`src/rtl/uart_rx_os.sv`:
```
// ---------------------------------------------------------------------------
// uart_rx_os -- UART receiver with 16x oversampling and an output FIFO
//
// The asynchronous rxd pin goes through a two-flop synchroniser. A runtime
// divisor produces oversample ticks. Each bit is resolved by a 3-sample
// majority vote taken at sample indices 7, 8 and 9. Completed words
// {perr, ferr, data} are pushed into a small FIFO that the consumer drains
// through a valid/ready handshake. An all-zero frame (data, parity and every
// stop bit low) is reported as a break and is never pushed.
//
// Ports
//   clk        clock
//   rst        asynchronous, active-high reset
//   baud_div   oversample tick period minus 1 (bit = 16*(baud_div+1) clk),
//              captured at each start edge
//   rxd        asynchronous serial input, idle high
//   m_data     data of the FIFO head word (0 while the FIFO is empty)
//   m_perr     parity error flag of the head word (always 0 without parity)
//   m_ferr     framing error flag of the head word
//   m_valid    FIFO not empty
//   m_ready    consumer accepts the head word this cycle
//   overrun    one-cycle pulse: a completed word was dropped, FIFO full
//   break_det  one-cycle pulse: a break frame was seen
//   busy       a frame is being received (state is not IDLE)
// ---------------------------------------------------------------------------
module uart_rx_os #(
  parameter int DATA_BITS  = 8,   // 5..9, LSB first
  parameter int PARITY     = 0,   // 0 none, 1 even, 2 odd
  parameter int STOP_BITS  = 1,   // 1 or 2
  parameter int DIV_W      = 16,
  parameter int FIFO_DEPTH = 4    // power of 2, >= 2
) (
  input  logic                 clk,
  input  logic                 rst,
  input  logic [DIV_W-1:0]     baud_div,
  input  logic                 rxd,
  output logic [DATA_BITS-1:0] m_data,
  output logic                 m_perr,
  output logic                 m_ferr,
  output logic                 m_valid,
  input  logic                 m_ready,
  output logic                 overrun,
  output logic                 break_det,
  output logic                 busy
);

  localparam int PTR_W  = $clog2(FIFO_DEPTH) + 1;
  localparam int AW     = PTR_W - 1;
  localparam int WORD_W = DATA_BITS + 2;

  localparam logic [3:0] LAST_DATA = 4'(DATA_BITS - 1);
  localparam logic [3:0] LAST_STOP = 4'(STOP_BITS - 1);
  localparam logic [3:0] IDX_S7    = 4'd7;
  localparam logic [3:0] IDX_S8    = 4'd8;
  localparam logic [3:0] IDX_VOTE  = 4'd9;

  typedef enum logic [2:0] {
    S_IDLE,
    S_START,
    S_DATA,
    S_PARITY,
    S_STOP,
    S_BRK_WAIT
  } state_t;

  // Synchroniser and edge detect
  logic rx_meta_q, rx_meta_d;
  logic rxs_q, rxs_d;
  logic rxs_prev_q, rxs_prev_d;

  // Frame engine
  state_t               state_q, state_d;
  logic [DIV_W-1:0]     div_q, div_d;
  logic [DIV_W-1:0]     tick_cnt_q, tick_cnt_d;
  logic [3:0]           samp_idx_q, samp_idx_d;
  logic                 s7_q, s7_d;
  logic                 s8_q, s8_d;
  logic [3:0]           bit_cnt_q, bit_cnt_d;
  logic [DATA_BITS-1:0] shift_q, shift_d;
  logic                 perr_q, perr_d;
  logic                 ferr_q, ferr_d;
  logic                 brk_q, brk_d;      // every voted bit so far was 0

  // Completion stage, registered so the FIFO write lands one cycle later
  logic                 push_q, push_d;
  logic [WORD_W-1:0]    push_word_q, push_word_d;
  logic                 brk_pulse_q, brk_pulse_d;
  logic                 overrun_q, overrun_d;

  // FIFO
  logic [PTR_W-1:0]     wr_ptr_q, wr_ptr_d;
  logic [PTR_W-1:0]     rd_ptr_q, rd_ptr_d;
  logic [WORD_W-1:0]    fifo_mem [FIFO_DEPTH];

  // Combinational helpers
  logic              counting;
  logic              tick;
  logic              at_vote;
  logic              vote;
  logic              exp_par;
  logic              stop_ferr;
  logic              stop_brk;
  logic              start_edge;
  logic              fifo_empty;
  logic              fifo_full;
  logic              pop;
  logic              do_push;
  logic [WORD_W-1:0] head;

  // -------------------------------------------------------------------------
  // Tick, vote and framing helpers
  // -------------------------------------------------------------------------
  assign counting   = (state_q != S_IDLE) && (state_q != S_BRK_WAIT);
  assign tick       = counting && (tick_cnt_q == div_q);
  assign at_vote    = tick && (samp_idx_q == IDX_VOTE);
  assign vote       = (s7_q & s8_q) | (s7_q & rxs_q) | (s8_q & rxs_q);
  assign exp_par    = (PARITY == 2) ? ~(^shift_q) : (^shift_q);
  assign stop_ferr  = ferr_q | ~vote;
  assign stop_brk   = brk_q & ~vote;
  assign start_edge = rxs_prev_q & ~rxs_q;

  // -------------------------------------------------------------------------
  // FIFO control; pointers carry one extra wrap bit to tell full from empty
  // -------------------------------------------------------------------------
  assign fifo_empty = (wr_ptr_q == rd_ptr_q);
  assign fifo_full  = (wr_ptr_q[AW] != rd_ptr_q[AW]) &&
                      (wr_ptr_q[AW-1:0] == rd_ptr_q[AW-1:0]);
  assign pop        = !fifo_empty && m_ready;
  // A pop in the same cycle frees the slot, so a full FIFO still accepts.
  assign do_push    = push_q && (!fifo_full || pop);
  assign head       = fifo_mem[rd_ptr_q[AW-1:0]];

  // -------------------------------------------------------------------------
  // Next-state logic
  // -------------------------------------------------------------------------
  always_comb begin
    // NOTE: every _d gets a default before any branch, so no path through
    // this block can leave a signal unassigned and infer a latch.
    rx_meta_d   = rxd;
    rxs_d       = rx_meta_q;
    rxs_prev_d  = rxs_q;
    state_d     = state_q;
    div_d       = div_q;
    tick_cnt_d  = tick_cnt_q;
    samp_idx_d  = samp_idx_q;
    s7_d        = s7_q;
    s8_d        = s8_q;
    bit_cnt_d   = bit_cnt_q;
    shift_d     = shift_q;
    perr_d      = perr_q;
    ferr_d      = ferr_q;
    brk_d       = brk_q;
    push_d      = 1'b0;
    push_word_d = push_word_q;
    brk_pulse_d = 1'b0;
    overrun_d   = push_q && fifo_full && !pop;
    wr_ptr_d    = wr_ptr_q + PTR_W'(do_push);
    rd_ptr_d    = rd_ptr_q + PTR_W'(pop);

    // Tick counter runs 0..div_q only while a frame is in progress.
    if (!counting || tick) begin
      tick_cnt_d = '0;
    end else begin
      tick_cnt_d = tick_cnt_q + DIV_W'(1);
    end

    if (tick) begin
      samp_idx_d = samp_idx_q + 4'd1;
      if (samp_idx_q == IDX_S7) s7_d = rxs_q;
      if (samp_idx_q == IDX_S8) s8_d = rxs_q;
    end

    case (state_q)
      S_IDLE: begin
        if (start_edge) begin
          state_d    = S_START;
          div_d      = baud_div;
          samp_idx_d = '0;
          bit_cnt_d  = '0;
          perr_d     = 1'b0;
          ferr_d     = 1'b0;
          brk_d      = 1'b1;
        end
      end

      S_START: begin
        // A start bit that votes high was noise; drop back silently.
        if (at_vote) begin
          state_d = vote ? S_IDLE : S_DATA;
        end
      end

      S_DATA: begin
        if (at_vote) begin
          shift_d = {vote, shift_q[DATA_BITS-1:1]};
          brk_d   = brk_q & ~vote;
          if (bit_cnt_q == LAST_DATA) begin
            bit_cnt_d = '0;
            state_d   = (PARITY != 0) ? S_PARITY : S_STOP;
          end else begin
            bit_cnt_d = bit_cnt_q + 4'd1;
          end
        end
      end

      S_PARITY: begin
        if (at_vote) begin
          perr_d  = (vote != exp_par);
          brk_d   = brk_q & ~vote;
          state_d = S_STOP;
        end
      end

      S_STOP: begin
        if (at_vote) begin
          ferr_d = stop_ferr;
          brk_d  = stop_brk;
          if (bit_cnt_q == LAST_STOP) begin
            // The frame ends mid-stop-bit so a back-to-back start edge
            // is still seen from IDLE.
            bit_cnt_d = '0;
            if (stop_brk) begin
              brk_pulse_d = 1'b1;
              state_d     = S_BRK_WAIT;
            end else begin
              push_d      = 1'b1;
              push_word_d = {perr_q, stop_ferr, shift_q};
              state_d     = S_IDLE;
            end
          end else begin
            bit_cnt_d = bit_cnt_q + 4'd1;
          end
        end
      end

      S_BRK_WAIT: begin
        if (rxs_q) begin
          state_d = S_IDLE;
        end
      end

      default: begin
        state_d = S_IDLE;
      end
    endcase
  end

  // -------------------------------------------------------------------------
  // State registers
  // -------------------------------------------------------------------------
  always_ff @(posedge clk or posedge rst) begin
    // NOTE: non-blocking assignments here, so every flop samples the value
    // its _d had before this edge regardless of statement order.
    if (rst) begin
      rx_meta_q   <= 1'b1;
      rxs_q       <= 1'b1;
      rxs_prev_q  <= 1'b1;
      state_q     <= S_IDLE;
      div_q       <= '0;
      tick_cnt_q  <= '0;
      samp_idx_q  <= '0;
      s7_q        <= 1'b0;
      s8_q        <= 1'b0;
      bit_cnt_q   <= '0;
      shift_q     <= '0;
      perr_q      <= 1'b0;
      ferr_q      <= 1'b0;
      brk_q       <= 1'b0;
      push_q      <= 1'b0;
      push_word_q <= '0;
      brk_pulse_q <= 1'b0;
      overrun_q   <= 1'b0;
      wr_ptr_q    <= '0;
      rd_ptr_q    <= '0;
    end else begin
      rx_meta_q   <= rx_meta_d;
      rxs_q       <= rxs_d;
      rxs_prev_q  <= rxs_prev_d;
      state_q     <= state_d;
      div_q       <= div_d;
      tick_cnt_q  <= tick_cnt_d;
      samp_idx_q  <= samp_idx_d;
      s7_q        <= s7_d;
      s8_q        <= s8_d;
      bit_cnt_q   <= bit_cnt_d;
      shift_q     <= shift_d;
      perr_q      <= perr_d;
      ferr_q      <= ferr_d;
      brk_q       <= brk_d;
      push_q      <= push_d;
      push_word_q <= push_word_d;
      brk_pulse_q <= brk_pulse_d;
      overrun_q   <= overrun_d;
      wr_ptr_q    <= wr_ptr_d;
      rd_ptr_q    <= rd_ptr_d;
    end
  end

  // NOTE: the storage array has no reset; emptiness comes from the pointers
  // and the outputs are gated with m_valid, so stale entries never show.
  always_ff @(posedge clk) begin
    if (do_push) begin
      fifo_mem[wr_ptr_q[AW-1:0]] <= push_word_q;
    end
  end

  // -------------------------------------------------------------------------
  // Outputs
  // -------------------------------------------------------------------------
  assign m_valid   = !fifo_empty;
  assign m_data    = m_valid ? head[DATA_BITS-1:0] : '0;
  assign m_ferr    = m_valid & head[DATA_BITS];
  assign m_perr    = m_valid & head[DATA_BITS+1];
  assign overrun   = overrun_q;
  assign break_det = brk_pulse_q;
  assign busy      = (state_q != S_IDLE);

endmodule

```
`config.mk`:
```
export PLATFORM = sky130hd
export DESIGN_NAME = uart_rx_os
export DESIGN_NICKNAME = d
export VERILOG_FILES = /design/src/rtl/uart_rx_os.sv
export SDC_FILE = /design/constraint.sdc
export NUM_CORES = 1
export LEC_CHECK = 0
export CAP_MARGIN = 20
export CORE_ASPECT_RATIO = 2
export CORE_MARGIN = 1.5
export CORE_UTILIZATION = 55
export CTS_CLUSTER_DIAMETER = 100
export CTS_CLUSTER_SIZE = 10
export DETAILED_ROUTE_END_ITERATION = 7
export DONT_BUFFER_PORTS = 1
export PLACE_DENSITY = 0.7
export SKIP_CTS_REPAIR_TIMING = 1
export SYNTH_ARGS = -nofsm -noshare
export SYNTH_HDL_FRONTEND = slang
export SYNTH_SLANG_ARGS = --single-unit
export TNS_END_PERCENT = 30
```
`constraint.sdc`:
```
create_clock -name clk -period 5.45 [get_ports clk]
set_clock_uncertainty 0.05 [all_clocks]
set_input_delay 0.8175 -clock clk [delete_from_list [all_inputs] [get_ports clk]]
set_output_delay 0.8175 -clock clk [all_outputs]
set_load 0.05 [all_outputs]
```
======== After elaboration in Yosys (flattened, before gate mapping) ========
Memories as Yosys holds them, arrays and structs flattened.
Index checks and enable logic that the tools add are counted.
Widths: inputs -> output; s select.
storage, ports and cells
  bits in registers ....................... 78
  bits in writable memories ............... 40
  input port bits ......................... 20
  output and inout bits ................... 14
  logic and storage cells ................. 136
  memories ................................ 1
cells by class
  add/subtract/negate cells ............... 5
  eq/ne operators ......................... 24
  mux-type cells .......................... 40
  bitwise gates (word level) .............. 13
  reduce and logical (&&, ||, !) cells .... 33
memory list
  memory    depth  width  rd ports  clocked after Yosys merged registers in  wr ports  RTL line  RTL
  fifo_mem  4      10     1         0                                        1         93        logic [WORD_W-1:0] fifo_mem [FIFO_DEPTH];
operators by type and width
  cell                   count
  $mux 4                 8
  $mux 3                 9
  $pmux 3 s6             1
  $add 16x1->16 const B  1
  $eq 16x16->1           1
  $mux 16                1
  $ne 2x2->1 const B     8
  $mux 1                 15
  $pmux 4 s3             1
  $reduce_and 3->1       3
  $add 4x1->4 const B    2
  $eq 4x3->1 const B     2
  $eq 4x4->1 const B     2
  $logic_and 1x1->1      8
  $mux 8                 1
  $reduce_and 2->1       4
  $reduce_and 4->1       2
  $reduce_and 8->1       1
  $reduce_xor 8->1       1
  $and 1x1->1            7
  $add 3x1->3            2
  $eq 3x2->1 const B     2
  $eq 3x3->1 const B     2
  $pmux 1 s2             3
  16 further kinds       28

======== Logic depth before layout (Yosys ltp) ========
Gate-level depths: netlist of the first run.
  depth after elaboration ................. 9
  gate-level depth with buffers ........... 7
  mapped depth without buffers ............ 6

======== Least setup slack after synthesis of the first run ========
Ideal clock, no wire load.
  path kind ............................... register to output
  start point ............................. register rd_ptr_q[0]
  end point ............................... output port m_data[0]
  arrival ................................. 1935 ps
  required time ........................... 4583 ps
  setup slack ............................. 2648 ps
  stages on the path, launching flop included .. 4
  path buffers ............................ 1
  path through ............................ dfrtp_1 buf_1 mux4_2 nor2b_1
on the way
  longest elaborated chain between the ends .. 2
  elaborated cells on any way between the ends .. 3
  those cells by class .................... eq/ne: 1; mux: 1; memory: 1
ends and longest elaborated chain
  element                                     RTL line  RTL
  start: declaration                          92        logic [PTR_W-1:0] rd_ptr_q, rd_ptr_d;
  start signal: assignment                    295       rd_ptr_q <= rd_ptr_d;
  $mem_v2 4x10 or $eq 3x3->1 (tied branches)  -
  $mux 8 (*)                                  311       assign m_data = m_valid ? head[DATA_BITS-1:0] : '0;
  end: declaration                            37        output logic [DATA_BITS-1:0] m_data,
Every way passes the cells marked *; elsewhere a longest branch is shown, timed or not.

======== Final worst setup path of the first run ========
  start point ............................. register rd_ptr_q[0]
  end point ............................... output port m_data[1]
The elaborated chain is that of the path after synthesis.

==> results of run 1 <==
## Yosys cell counts (all sizes together) (5+ instances only)
cell type,count
xnor2,19
inv,11
and2,5
edfxtp,40
a21oi,8
xor2,24
ha,10
nor3,7
mux2,19
nand3,12
nor2b,16
clkbuf,13
mux4,10
dfrtp,75
nor4,11
nand2,62
nor3b,5
nor2,28
## final cells by class
type	instances	area (um2)
flip-flops and latches	118	3160
multi-input cells	290	2080
repair buffers	3	26.3
clock buffers	19	454
fillers	718	3340
well taps	104	130
clock inverters	13	146
inverters	12	46.3
## registers in the layout (all words and copies together) (netlist names)
name,count
s7_q,1
bit_cnt_q,4
perr_q,1
rd_ptr_q,3
state_q,3
rxs_prev_q,1
fifo_mem,40
brk_q,1
samp_idx_q,4
wr_ptr_q,3
s8_q,1
push_q,1
overrun,1
rx_meta_q,1
rxs_prev_d,1
shift_q,8
ferr_q,1
tick_cnt_q,16
break_det,1
div_q,16
push_word_q,10
## cells by family (layout without fill, tap and decap cells)
kind of cell | after synthesis | in the layout | share of synthesized area [%]
flops | 118 | 118 | 59.1
xor+xnor | 43 | 43 | 7.05
buf+inv | 27 | 47 | 1.92
compound gates | 34 | 34 | 4.36
mux | 31 | 31 | 8.60
fa+ha+maj | 11 | 11 | 2.53
simple gates | 171 | 171 | 16.4
## per-stage QoR
| stage | area, um2 | utilization (%) | setup WS (ns) | hold WS (ns) | std cells |
|---|---|---|---|---|---|
| after global routing | 6040 | 64.4 | 1.93 | 0.313 | 559 |
| after global placement | 5430 | 57.9 | 2.36 | 0.295 | 526 |
| after CTS | 6040 | 64.4 | 2.05 | 0.308 | 559 |
| final | 6040 | 64.4 | 2.13 | 0.306 | 559 |
| after detailed placement | 5440 | 58.0 | 2.26 | 0.299 | 527 |
| after floorplan | 5340 | - | 2.59 | 0.295 | 435 |
## power by group through the flow
stage	registers [mW]	clock network (mW)	logic, mW
finish	1.09	1.12	0.223
global route	1.10	1.17	0.251
CTS	1.09	1.14	0.228
detailed placement	1.11	0	0.226
global placement	1.10	0	0.219
floorplan	1.05	0	0.214
## worst max-delay path: cells and delay by family, from the launching register on
family / cells / cell delay [ns]
buffers and inverters: 1 / 0.18
XOR/XNOR: 1 / 0.25
flip-flops: 1 / 0.80
AND/OR/NAND/NOR: 2 / 0.81
## metal layers
| metal | GRT usage, % | wire length [um] | vias up |
|---|---|---|---|
| met2 | 38.1 | 5540 | 62 |
| met1 | 21.1 | 3620 | 1586 |
| met3 | 6.16 | 246 | 25 |
| li1 | - | - | 1548 |
| met4 | 11.0 | 314 | 0 |
| met5 | 0 | 0 | - |
## how the worst max path moves through the flow
stage                             start        endpoint  slack, ns  cells past startpoint
after global placement    tick_cnt_q[7]  push_word_q[1]       2.36                      5
final                       rd_ptr_q[0]       m_data[1]       2.13                      4
after CTS                   rd_ptr_q[0]       m_data[1]       2.05                      4
after detailed placement  tick_cnt_q[7]  push_word_q[0]       2.26                      5
after floorplan                     rst    bit_cnt_q[0]       2.59                      1
after global routing        rd_ptr_q[0]       m_data[4]       1.93                      4
==> impl_metrics.tcl, run 1 <==
set metrics [dict create \
    power_leakage_nw 2.65 \
    critPathMaxFanout 12 \
    ys_types 51 \
    slew_headroom_pct 34.3 \
    cp_cell_sequence "xor2_1, nor3b_1, buf_4, nor2b_1" \
    cts_buffers 17 \
    globalplace.congestion 0.860 \
    drt_iter0_drc 142 \
    min-delay-start "rx_meta_q" \
    r2r-start "tick_cnt_q[7]" \
    place.port_buffers 0 \
    die_area_um2 10300 \
    core_um2 9380 \
    num_vias 3221 \
    wl_per_cell_um 17.4 \
    syn_inst 435 \
    cpMaxStageDelayCell "dfrtp_1" \
    grt_max_degree 79 \
    ys_ff_latch 118 \
    areaGrowthSynthToFinish_pct 13.1 \
    finalSetupViolations 0 \
    worstPathArrival_ns 2.45 \
    num_antenna_cells 0 \
    die_w_um 72.7 \
    overflow 0 \
    yosys.area.top_type "dfrtp_1" \
    cts_max_level 4 \
    final.setup.tns_ns 0 \
    wl_mm 9.71 \
    synth_edf_count 40 \
    p_sw_share_pct 26.1 \
    power.density_nw_per_um2 402 \
    drc 0 \
    synth_ff_type "dfrtp_1" \
    first_global_vias 3452 \
    clockPowerShare_pct 46.0 \
    layout.nets 472 \
    drv_cap 0 \
    ff2ff_setup_slack_ns 2.18 \
    required_ns 4.58 \
    crit_path_end_kind "output pin" \
    rsz0062_at_grt "no" \
    cp-start-kind "register" \
    min_period_over_period_pct 60.9 \
    synth_top_area_share_pct 35.1 \
    worstSetupPathType "register to output pin" \
    p_seq_share_pct 44.8 \
    clkSinkCount 118 \
    hold_viol_final 0 \
    syn-cell-area_um2 5340 \
    final_common_cell "dfrtp_1" \
    num_rows 50 \
    cts_buffer_depth 2 \
    total_power_mw 2.43 \
    peakVddDrop_mv 0.308 \
    dp_hpwl_mm 6.80 \
    post-route-min-period_ns 3.32 \
    track_usage_pct 21.1 \
    ys_top_cells_by_area "dfrtp_1, edfxtp_1, nand2_1" \
    max_stage_delay_ns 0.80 \
    clkTransAtPathRegs_ns 0.06 \
    ios 34 \
    grt_antenna_before_repair 0 \
    async_reset_ff_share_pct 66.1 \
    clk_latency_ns 0.41 \
    maxSlewViolCount 0 \
    holdPathStages 0 \
    synth-seq-area-share_pct 59.1 \
    status "finished clean" \
    drtAntennaViolNets 0 \
    initial_utilization_pct 56.9 \
    hp-class "register to register" \
    avgViaCountPerCell 5.76 \
    grt_pass1_wl_mm 16.3 \
    max_freq_ghz 0.301 \
    drive_gt1_share_pct 16.3 \
    min_to "rxs_prev_d" \
    regToRegEndpoint "push_word_q[1]" \
    drtPass1Iterations 6 \
    p_comb_share_pct 9.2 \
    internal_power_mw 1.79 \
    syn_nets 465 \
    layout_common_cells "dfrtp_1, nand2_1, edfxtp_1" \
    yosys_warnings 0 \
    root_buffer "clkbuf_16" \
    cts_tree "done" \
    synth.avg_cell_area_um2 12.3 \
    tightest_slew_ns 0.985 \
    r2r_cells 5 \
    switchingPower_mw 0.632 \
    die_h_um 142 \
]
No activity file was read; power rests on OpenSTA's default activity.
==> run 2, diff against run 1 <==
PLACE_DENSITY = 0.73   (was 0.7)
clock period = 3 ns   (was 5.45 ns; I/O delays follow)
==> run 2 against run 1 <==
Net effect: non-clock buffer count grew 21; clock power grew 79%; power grew 82%; sequential share of layout area shrank 1.3 points; via count grew 3.3%; worst hold slack lost 0.21 ns; register-to-register slack lost 1.8 ns; flip-flop and latch count is the same; final cell count grew 3.8%; die area is the same; cell area grew 2.5%; global-route usage grew 0.33 points; critical path type is now register to register; critical endpoint is now push_word_q[0]; largest cell class unchanged; highest routed layer unchanged.
==> impl_metrics.tcl, run 2 (same netlist as run 1, synthesis figures left out) <==
set metrics [dict create \
    die_w_um 72.7 \
    worstSetupPathType "register to register" \
    dp_hpwl_mm 7.01 \
    p_comb_share_pct 11.4 \
    track_usage_pct 21.4 \
    die_h_um 142 \
    p_seq_share_pct 43.1 \
    cts_buffers 17 \
    drc 0 \
    stdcell_count 580 \
    power_leakage_nw 2.76 \
    first_global_vias 3527 \
    peakVddDrop_mv 0.524 \
    required_ns 3.24 \
    num_antenna_cells 0 \
    final_common_cell "dfrtp_1" \
    slew_headroom_pct 36.6 \
    p_sw_share_pct 26.5 \
    post-route-min-period_ns 2.64 \
    cts_buffer_depth 2 \
    drt_iter0_drc 243 \
    maxSlewViolCount 0 \
    wl_mm 9.82 \
    drtPass1Iterations 4 \
    max_freq_ghz 0.379 \
    clkSinkCount 118 \
    overflow 0 \
    fillers 697 \
    status "finished clean" \
    avgViaCountPerCell 5.74 \
    worstPathArrival_ns 2.88 \
    grt_max_degree 75 \
    crit_path_end_kind "register" \
    grt_pass1_wl_mm 16.4 \
    rsz0062_at_grt "no" \
    place_inst 546 \
    finalSetupViolations 0 \
    layout_common_cells "dfrtp_1, nand2_1, edfxtp_1" \
    clk_latency_ns 0.41 \
    initial_utilization_pct 56.9 \
    drv_cap 0 \
    die_area_um2 10300 \
    clkTransAtPathRegs_ns 0.06 \
    cts_tree "done" \
    areaGrowthSynthToFinish_pct 16.0 \
    ios 34 \
    hold_viol_final 0 \
    globalplace.congestion 0.922 \
    drive_gt1_share_pct 19.7 \
    tightest_slew_ns 0.951 \
    wl_per_cell_um 16.9 \
    layout.nets 493 \
    power.density_nw_per_um2 713 \
    final.setup.tns_ns 0 \
    root_buffer "clkbuf_16" \
    cp-start-kind "register" \
    internal_power_mw 3.25 \
    switchingPower_mw 1.17 \
    cts_max_level 4 \
    grt_antenna_before_repair 0 \
    num_rows 50 \
    place.port_buffers 0 \
    core_um2 9380 \
    largest_reg_flops 40 \
    min_period_over_period_pct 88.1 \
    critPathMaxFanout 21 \
    clockPowerShare_pct 45.5 \
    num_vias 3327 \
    drtAntennaViolNets 0 \
    hp-class "input port to register" \
]
-- run 2: area by class of cell --
class                      instances  area (um2)  share of cell area (%)
clock buffer                      17         425                    6.87
tap                              104         130                    2.10
multi-input combinational        290        2080                    33.6
clock inverter                    15         170                    2.75
inverter                          12        46.3                   0.747
timing repair buffer              24         185                    2.99
sequential                       118        3160                    50.9
-- run 2: path summary, 6_finish.rpt --
check	startpoint	endpoint	slack (ns)	cells past startpoint
min	baud_div[14]	div_q[14]	0.09	2
max	tick_cnt_q[6]	push_word_q[0]	0.36	7
max reg2reg	tick_cnt_q[6]	push_word_q[0]	0.36	7
min in group asynchronous	rst	div_q[6]	0.30	2
min reg2reg	rx_meta_q	rxs_prev_d	0.30	0
max in group asynchronous	rst	bit_cnt_q[2]	1.47	3
-- run 2: per-layer routing --
metal / wire length (um) / GRT usage [%]
met5: 0 / 0
met4: 394 / 12.4
met3: 302 / 5.74
met2: 5680 / 39.9
met1: 3440 / 20.0
-- run 2: power groups by stage --
stage | Clock [mW] | Sequential [mW] | Combinational [mW]
6_report | 2.01 | 1.91 | 0.502
5_1_grt | 2.13 | 1.92 | 0.578
4_1_cts | 2.05 | 1.91 | 0.513
3_5_place_dp | 0 | 1.93 | 0.505
3_3_place_gp | 0 | 1.93 | 0.497
2_1_floorplan | 0 | 1.91 | 0.388
-- run 2: critical path: stages (launching register included) --
cell     delay [ns]
dfrtp_1        0.43
xor2_1         0.20
nor4_1         0.52
nand4_2        0.23
buf_4          0.26
nor4_4         0.26
buf_4          0.22
mux2_2         0.35
-- run 2: stage by stage --
stage / worst slack (ns) / hold WS (ns) / utilization (%) / area, um2 / power, mW
after floorplan: 0.510 / 0.295 / - / 5340 / 2.30
after global placement: 0.425 / 0.146 / 59.5 / 5580 / 2.43
after detailed placement: 0.359 / 0.150 / 59.5 / 5580 / 2.44
after CTS: 0.345 / -0.291 / 65.8 / 6180 / 4.47
after global routing: 0.236 / 0.0837 / 66.0 / 6200 / 4.62
final: 0.358 / 0.0927 / 66.0 / 6200 / 4.42
==> run 3, diff against run 2 <==
ABC_AREA = 1   (was unset)
==> run 3 against run 2 <==
Net effect: synthesized cell count increased by 50%; area after synthesis increased by 6.9%; clock power decreased by 2%; flip-flop and latch count unchanged; sequential share of layout area decreased by 2.2 points; critical path depth decreased by 2; first-iteration DRC count decreased by 21%; register-to-register slack improved by 0.24 ns; die area increased by 6.7%; cell area increased by 4.5%; non-clock buffer count decreased by 11; critical path type is now register to output pin; critical endpoint is now m_data[1].
==> impl_metrics.tcl, run 3 <==
set metrics [dict create \
    initial_utilization_pct 56.6 \
    synth_ff_type "dfrtp_1" \
    num_antenna_cells 0 \
    grt_antenna_before_repair 0 \
    synth.avg_cell_area_um2 8.74 \
    grt_max_degree 79 \
    critPathMaxFanout 23 \
    min-delay-start "baud_div[8]" \
    async_reset_ff_share_pct 66.1 \
    cts_tree "done" \
    globalplace.congestion 0.853 \
    grt_pass1_wl_mm 19.1 \
    min_to "div_q[8]" \
    areaGrowthSynthToFinish_pct 13.4 \
    layout_common_cells "nand2_1, inv_1, dfrtp_1" \
    cp_cell_sequence "xor2_1, a21oi_1, nand2_1, nand2_1, inv_1" \
    drtAntennaViolNets 0 \
    first_global_vias 4363 \
    dp_hpwl_mm 8.36 \
    place.port_buffers 0 \
    overflow 0 \
    yosys_warnings 0 \
    num_rows 52 \
    yosys.area.top_type "dfrtp_1" \
    peakVddDrop_mv 0.655 \
    drc 0 \
    root_buffer "clkbuf_16" \
    synth_top_area_share_pct 32.9 \
    fillers 827 \
    core_um2 10100 \
    cts_buffers 17 \
    layout.nets 697 \
    largest_reg_flops 40 \
    crit_family "flip-flops" \
    cpMaxStageDelayCell "dfrtp_2" \
    drtPass1Iterations 5 \
    multi_input_area_um2 2140 \
    drt_iter0_drc 191 \
    r2r_cells 10 \
    track_usage_pct 23.4 \
    num_vias 4291 \
    hold_viol_final 0 \
    stdcell_count 815 \
    final_util_pct 64.2 \
    synth_top_cells_by_count "nand2_1, inv_1, dfrtp_1" \
    regToRegEndpoint "wr_ptr_q[2]" \
    syn-cell-area_um2 5710 \
    drive_gt1_share_pct 8.97 \
    maxSlewViolCount 0 \
    ios 34 \
    synth_edf_count 40 \
    finalSetupViolations 0 \
    syn_nets 683 \
    holdPathStages 2 \
    slew_headroom_pct 60.1 \
    final_common_cell "nand2_1" \
    required_ns 2.50 \
    clkTransAtPathRegs_ns 0.05 \
    power.density_nw_per_um2 762 \
    tightest_slew_ns 0.596 \
    drv_cap 0 \
    status "finished clean" \
    regArea_um2 3160 \
    crit_top_cell "nand2_1" \
    die_area_um2 11000 \
    post-route-min-period_ns 2.52 \
    wl_mm 11.7 \
    wl_per_cell_um 14.4 \
    max_stage_delay_ns 0.59 \
    hp-class "input port to register" \
    ys_top_cells_by_area "dfrtp_1, edfxtp_1, nand2_1" \
    clk_latency_ns 0.42 \
    place_inst 781 \
    avgViaCountPerCell 5.27 \
    die_h_um 147 \
    syn_inst 653 \
    clkSinkCount 118 \
    ff2ff_setup_slack_ns 0.60 \
    final.setup.tns_ns 0 \
    cp-start-kind "register" \
    crit_path_end_kind "output pin" \
    worstSetupPathType "register to output pin" \
    die_w_um 75.1 \
    max_freq_ghz 0.396 \
    cp.buffers_inverters 1 \
    cts_buffer_depth 2 \
    power_leakage_nw 3.26 \
    ys_types 36 \
    synth-seq-area-share_pct 55.3 \
    ys_ff_latch 118 \
    r2r-start "rd_ptr_q[0]" \
    worstPathArrival_ns 2.02 \
    cts_max_level 4 \
    rsz0062_at_grt "no" \
    min_period_over_period_pct 84.1 \
    yosysMostFrequentCell "nand2_1" \
]
==> run 3: power breakdown <==
| part | switching [mW] | internal (mW) |
|---|---|---|
| clock network | 0.652 | 1.32 |
| logic | 0.718 | 0.295 |
| registers | 0.128 | 1.82 |
| total | 1.50 | 3.43 |
==> run 3: through the flow <==
| stage | setup WS (ns) | hold slack [ns] | power (mW) | area [um2] |
|---|---|---|---|---|
| 2_1_floorplan | 0.510 | 0.295 | 2.73 | 5710 |
| 3_3_place_gp | 0.568 | 0.296 | 2.93 | 5880 |
| 3_5_place_dp | 0.455 | 0.299 | 2.97 | 5880 |
| 4_1_cts | 0.153 | -0.0335 | 4.95 | 6450 |
| 5_1_grt | 0.268 | 0.111 | 5.18 | 6470 |
| 6_report | 0.477 | 0.112 | 4.93 | 6470 |
==> run 3: area by class of cell <==
cell class | count | area share [%]
clock inverters | 6 | 1.58
multi-input cells | 434 | 33.1
repair buffers | 13 | 1.78
clock buffers | 26 | 7.25
flip-flops and latches | 118 | 48.8
well taps | 135 | 2.61
inverters | 83 | 4.89
==> run 3: layer usage <==
layer | vias to the layer above | GRT usage [%] | part of all wire (%) | routed length [um]
met5 | - | 0 | 0 | 0
met4 | 0 | 13.1 | 3.8 | 448
met3 | 31 | 6.58 | 2.8 | 329
met2 | 95 | 43.2 | 58 | 6760
met1 | 2027 | 21.4 | 36 | 4180
li1 | 2138 | - | - | -
==> run 3: cells by family (layout without fill, tap and decap cells) <==
kind of cell	after synthesis	count (layout)	share of synthesized area [%]
xor+xnor	18	18	2.76
compound gates	64	64	6.49
flops	118	118	55.3
fa+ha+maj	10	10	2.19
simple gates	342	342	26.1
buf+inv	101	128	7.23
==> run 3: worst max-delay path by stage <==
| stage | from | end | slack, ns | cells past startpoint |
|---|---|---|---|---|
| after floorplan | rst | bit_cnt_q[0] | 0.51 | 1 |
| after global placement | rd_ptr_q[0] | wr_ptr_q[2] | 0.57 | 10 |
| after detailed placement | rd_ptr_q[0] | wr_ptr_q[2] | 0.45 | 10 |
| after CTS | rd_ptr_q[0] | m_data[4] | 0.15 | 5 |
| after global routing | rd_ptr_q[0] | m_data[7] | 0.27 | 5 |
| final | rd_ptr_q[0] | m_data[1] | 0.48 | 5 |
